==> src/rtl/sib_fifo_sync.sv <==
// rtl/sib_fifo_sync.sv - single-clock FIFO controller with embedded RAM, level flags and optional FWFT output
module sib_fifo_sync #(
    parameter int WIDTH         = 64,
    parameter int DEPTH_LOG2    = 4,
    parameter int FWFT          = 0,
    parameter int AFULL_THRESH  = (1 << DEPTH_LOG2) - 2,
    parameter int AEMPTY_THRESH = 2,
    parameter int MEM_INIT      = 0
) (
    input  logic                  clk,
    input  logic                  rst,
    input  logic                  wr_en,
    input  logic [WIDTH-1:0]      wr_data,
    input  logic                  rd_en,
    output logic [WIDTH-1:0]      rd_data,
    output logic                  rd_valid,
    output logic                  full,
    output logic                  empty,
    output logic                  afull,
    output logic                  aempty,
    output logic [DEPTH_LOG2:0]   level,
    output logic                  overflow,
    output logic                  underflow
);

    localparam int                    DEPTH      = 1 << DEPTH_LOG2;
    localparam logic [DEPTH_LOG2:0]   LP_DEPTH   = DEPTH[DEPTH_LOG2:0];
    localparam logic [DEPTH_LOG2:0]   LP_AFULL   = AFULL_THRESH[DEPTH_LOG2:0];
    localparam logic [DEPTH_LOG2:0]   LP_AEMPTY  = AEMPTY_THRESH[DEPTH_LOG2:0];
    localparam logic [DEPTH_LOG2:0]   LP_LVL_ONE = 1;
    localparam logic [DEPTH_LOG2-1:0] LP_PTR_ONE = 1;

    logic [DEPTH_LOG2-1:0] r_wr_ptr;
    logic [DEPTH_LOG2-1:0] r_rd_ptr;
    logic [DEPTH_LOG2:0]   r_level;
    logic                  r_full;
    logic                  r_empty;
    logic                  r_afull;
    logic                  r_aempty;
    logic                  r_rd_valid;
    logic [WIDTH-1:0]      r_rd_data;
    logic                  r_overflow;
    logic                  r_underflow;

    logic                  w_wr_acc;
    logic                  w_avail;
    logic                  w_rd_acc;
    logic [DEPTH_LOG2:0]   w_ram_cnt;
    logic                  w_load;
    logic                  w_ram_rd;
    logic                  w_valid_nxt;
    logic [DEPTH_LOG2:0]   w_level_nxt;
    logic [WIDTH-1:0]      w_ram_q;

    always_comb begin
        w_wr_acc  = wr_en && !r_full;
        w_avail   = (FWFT != 0) ? r_rd_valid : !r_empty;
        w_rd_acc  = rd_en && w_avail;
        // In FWFT mode the presented word is counted in level but no longer lives in RAM
        w_ram_cnt = r_level - {{DEPTH_LOG2{1'b0}}, r_rd_valid};
        w_load    = (w_ram_cnt != '0) && (!r_rd_valid || w_rd_acc);
        w_ram_rd    = (FWFT != 0) ? w_load : w_rd_acc;
        w_valid_nxt = (FWFT != 0) ? (w_load || (r_rd_valid && !w_rd_acc)) : w_rd_acc;
        case ({w_wr_acc, w_rd_acc})
            2'b10:   w_level_nxt = r_level + LP_LVL_ONE;
            2'b01:   w_level_nxt = r_level - LP_LVL_ONE;
            default: w_level_nxt = r_level;
        endcase
    end

    generate
        if (MEM_INIT != 0) begin : g_mem_init
            logic [WIDTH-1:0] r_mem [DEPTH] = '{default: '0};
            always_ff @(posedge clk) begin
                if (!rst && w_wr_acc) begin
                    r_mem[r_wr_ptr] <= wr_data;
                end
            end
            assign w_ram_q = r_mem[r_rd_ptr];
        end else begin : g_mem_plain
            logic [WIDTH-1:0] r_mem [DEPTH];
            always_ff @(posedge clk) begin
                if (!rst && w_wr_acc) begin
                    r_mem[r_wr_ptr] <= wr_data;
                end
            end
            assign w_ram_q = r_mem[r_rd_ptr];
        end
    endgenerate

    always_ff @(posedge clk) begin
        if (rst) begin
            r_wr_ptr    <= '0;
            r_rd_ptr    <= '0;
            r_level     <= '0;
            r_full      <= 1'b0;
            r_empty     <= 1'b1;
            r_afull     <= 1'b0;
            r_aempty    <= 1'b1;
            r_rd_valid  <= 1'b0;
            r_rd_data   <= '0;
            r_overflow  <= 1'b0;
            r_underflow <= 1'b0;
        end else begin
            if (w_wr_acc) begin
                r_wr_ptr <= r_wr_ptr + LP_PTR_ONE;
            end
            if (w_ram_rd) begin
                r_rd_ptr  <= r_rd_ptr + LP_PTR_ONE;
                r_rd_data <= w_ram_q;
            end
            r_rd_valid  <= w_valid_nxt;
            r_level     <= w_level_nxt;
            r_full      <= (w_level_nxt == LP_DEPTH);
            r_empty     <= (w_level_nxt == '0);
            r_afull     <= (w_level_nxt >= LP_AFULL);
            r_aempty    <= (w_level_nxt <= LP_AEMPTY);
            r_overflow  <= wr_en && r_full;
            r_underflow <= rd_en && !w_avail;
        end
    end

    assign rd_data   = r_rd_data;
    assign rd_valid  = r_rd_valid;
    assign full      = r_full;
    assign empty     = r_empty;
    assign afull     = r_afull;
    assign aempty    = r_aempty;
    assign level     = r_level;
    assign overflow  = r_overflow;
    assign underflow = r_underflow;

endmodule

==> config.mk <==
export PLATFORM = sky130hd
export DESIGN_NAME = sib_fifo_sync
export DESIGN_NICKNAME = d
export VERILOG_FILES = /design/src/rtl/sib_fifo_sync.sv
export SDC_FILE = /design/constraint.sdc
export NUM_CORES = 1
export LEC_CHECK = 0
export ABC_AREA = 1
export ABC_CLOCK_PERIOD_IN_PS = 6280
export CAP_MARGIN = 10
export CORE_MARGIN = 3
export CORE_UTILIZATION = 55
export DETAILED_ROUTE_END_ITERATION = 10
export HOLD_SLACK_MARGIN = 0.02
export PLACE_DENSITY = 0.76
export SLEW_MARGIN = 40
export SYNTH_ARGS = -nofsm -noshare
export SYNTH_HDL_FRONTEND = slang
export SYNTH_SLANG_ARGS = --single-unit
==> constraint.sdc <==
create_clock -name clk -period 6.28 [get_ports clk]
set_input_delay 1.256 -clock clk [delete_from_list [all_inputs] [get_ports clk]]
set_output_delay 1.256 -clock clk [all_outputs]
set_load 0.02 [all_outputs]
==> key figures <==
Hold path
  • Min-delay src: full
  • Hold Crit Class: reg2reg
  • Hold path cells: 2
  • Min-Delay Endpoint: overflow

Clock tree
  • CTS tree: done
  • CTS buffer count: 107
  • Postcts setup bufs: 0
  • H-tree depth: 3
  • Reg clk slew, reported paths: 0.06 ns
  • # hold bufs at CTS: 0
  • Resize count post-CTS: 0
  • Clock Latency Late Sink: 0.67 ns
  • Clock buffer depth: 3
  • Clock Tree Root: clkbuf_16
  • Clk sinks: 1108

Setup path
  • Crit path cell chain: clkdlybuf4s50_1 -> nand2_2 -> nor2_1 -> nand2_1 -> nor2_4 -> buf_4 -> buf_12
  • Sum of buffers and inverters on the critical path: 3
  • Critical-path cell with the highest stage delay: buf_4
  • Crit path max-delay family: buffers and inverters
  • Worst-path fanout max: 30
  • Startpoint types: primary input
  • Worst EP required: 6.64 ns
  • Worst-case reg-to-reg path depth: 6
  • R2R Path End: rd_data[18]
  • Critical Path Max Stage Delay: 0.54 ns
  • Crit path DAT: 3.69 ns
  • Setup slack, reg-to-reg: 3.18 ns
  • WS Path Type: in2reg
  • CP Capture Type: flop
  • Reg-to-Reg Start: r_rd_ptr[2]

Placed design
  • RePlAce Congestion: 0.761
  • Cell Area, Placed: 45500 um^2
  • Dpl hpwl: 51.3 mm
  • Port bufs: 143

Floorplan
  • Core area: 76700 um^2
  • Initial Util: 56.1%
  • Chip width: 286 um
  • Die area: 81600 um^2
  • I/O pin count: 144
  • Cell Rows: 101
  • Die Ht: 286 um

Finish
  • Syn-to-layout area delta: 13.8%
  • Commonest non-fill, non-tap cell in the layout: edfxtp_1
  • Fillers: 5430
  • Fin area: 49000 um^2
  • Layout Nets: 3468
  • Most frequent cells in the layout: edfxtp_1, nor2_1, o21ai_0, o221ai_1, nand3_1
  • Proportion of layout cells with a drive suffix above 1: 6.66%

Routing
  • Final antenna-violating net count: 0
  • 1st-iter DRT viols: 3216
  • Vias/cell: 6.09
  • Vias: 27500
  • Per-cell routed wire length: 22.6 um
  • First drt pass iteration count: 7
  • Drc violations: 0
  • Post-Route WL: 102 mm

Run
  • MaxCap Viol Count: 0

Logic synthesis
  • Synth unique cells: 26
  • Yosys top cell area share: 71.4%
  • Synthesis-stage register bit count: 1108
  • Top post-synthesis cells by area: edfxtp_1, o21ai_0, nor2_1, dfxtp_1, o221ai_1
  • Synthesized net count: 3399
  • Yosys warning total: 0
  • Cell taking the most area after synthesis: edfxtp_1
  • Post-synthesis area per instance: 13.0 um^2
  • Post-Syn Instances: 3323
  • Mapped cell area: 43000 um^2
  • Register area share after synthesis: 75.4%

STA
  • Clk_skew: 0.0209 ns
  • Max-slew headroom: 34.6%
  • Maximum clock rate: 300 MHz
  • Period minus WS final: 3.34 ns
  • Crit share post-route: 53.2%
  • Max-slew violation count: 0
  • Setup violators final: 0
  • Worst-Margin Slew: 0.980 ns
  • Final Hold Viols: 0
  • RSZ-0062 raised after global routing: false

Global routing
  • Largest net degree at the start of global routing: 233
  • Met1 global-route usage: 33.0%
  • Vias in the first global route: 27200
  • Met2 Track Usage GR: 42.1%
  • First-pass GRT wire length: 157 mm
  • Tot GR Track Use: 24.8%
  • Initial antenna violation count: 5
  • Met3 Usage GRT: 3.90%
  • Grt peak-use layer: met2
  • Total grt overflow: 0

Pwr
  • Total power: 16300 uW
  • Pwr Density: 333 nW/um^2
  • Max VDD drop: 0.000256 V
  • Leak Pwr: 0.0163 uW

Run status
  • Status: complete, no violations
layer usage:
| metal | vias to the layer above | wire, um |
|---|---|---|
| met4 | 6 | 2720 |
| li1 | 12400 | - |
| met2 | 1260 | 51200 |
| met5 | - | 41 |
| met1 | 13600 | 39700 |
| met3 | 220 | 8190 |
worst reg2reg max path, cell delays in order, from the launching register on:
cell and delay (ns):
dfxtp_4 0.83, clkinv_8 0.60, buf_4 0.86, o21ai_1 0.33
nand3_1 0.22, nand2_1 0.11, inv_1 0.04
state kept, by name, summed over array words and instances (netlist names):
name	flops
aempty	1
afull	1
empty	1
full	1
g_mem_plain.r_mem	1024
level	5
overflow	1
r_rd_ptr	4
r_wr_ptr	4
rd_data	64
rd_valid	1
underflow	1
synth_stat cells:
cell type / instances
edfxtp_1: 1024
nor2_1: 663
o21ai_0: 512
o221ai_1: 184
nand3_1: 170
clkbuf_1: 146
nand2_1: 136
inv_1: 126
dfxtp_1: 84
a21oi_1: 80
buf_2: 48
o21ai_1: 45
o22ai_1: 36
buf_1: 18
buf_4: 18
nor3_1: 11
ha_1: 8
buf_6: 5
xor2_1: 2
clkbuf_2: 1
clkinv_1: 1
clkinv_2: 1
nand2_2: 1
nand4_1: 1
o21bai_1: 1
or2_2: 1
worst max path at each step:
stage,start,end,slack (ns),depth (start not counted)
2_1_floorplan,rst,g_mem_plain.r_mem[3][0],-0.51,4
3_3_place_gp,wr_en,g_mem_plain.r_mem[14][31],2.21,6
3_5_place_dp,wr_en,g_mem_plain.r_mem[9][0],2.26,7
4_1_cts,wr_en,g_mem_plain.r_mem[9][10],2.95,7
5_1_grt,wr_en,g_mem_plain.r_mem[9][10],2.80,7
6_report,wr_en,g_mem_plain.r_mem[9][3],2.94,7
logic make-up after synthesis:
| family | Yosys count | share of synthesized area [%] |
|---|---|---|
| buf+inv | 364 | 3.56 |
| simple gates | 983 | 9.12 |
| flops | 1108 | 75.4 |
| xor+xnor | 2 | 0.0407 |
| compound gates | 858 | 11.7 |
| fa+ha+maj | 8 | 0.233 |
layout make-up:
type | instances | area, um^2 | share of cell area (%)
Sequential cell | 1108 | 32400 | 66.2
Multi-Input combinational cell | 1851 | 9190 | 18.8
Clock buffer | 149 | 2950 | 6.02
Timing Repair Buffer | 196 | 2060 | 4.21
Tap cell | 1030 | 1290 | 2.63
Inverter | 128 | 534 | 1.09
Clock inverter | 52 | 519 | 1.06
Antenna cell | 2 | 5.00 | 0.0102
report_power, final:
part           internal [uW]  switching (uW)
Clock                   3650            2670
Combinational            544            1180
Sequential              8190            79.4
Total                  12400            3930
stage by stage:
step           setup TNS [ns]  worst slack [ns]  utilization, %  hold slack (ns)  instances
6_report                    0              2.94            63.9            0.442       4516
5_1_grt                     0              2.80            63.9            0.458       4515
4_1_cts                     0              2.95            63.8            0.437       4512
3_5_place_dp                0              2.26            59.3            0.451       4311
3_3_place_gp                0              2.21            59.0            0.464       4304
2_1_floorplan         -228.95            -0.513               -            0.492       3323
(Power assumes the default switching activity.)
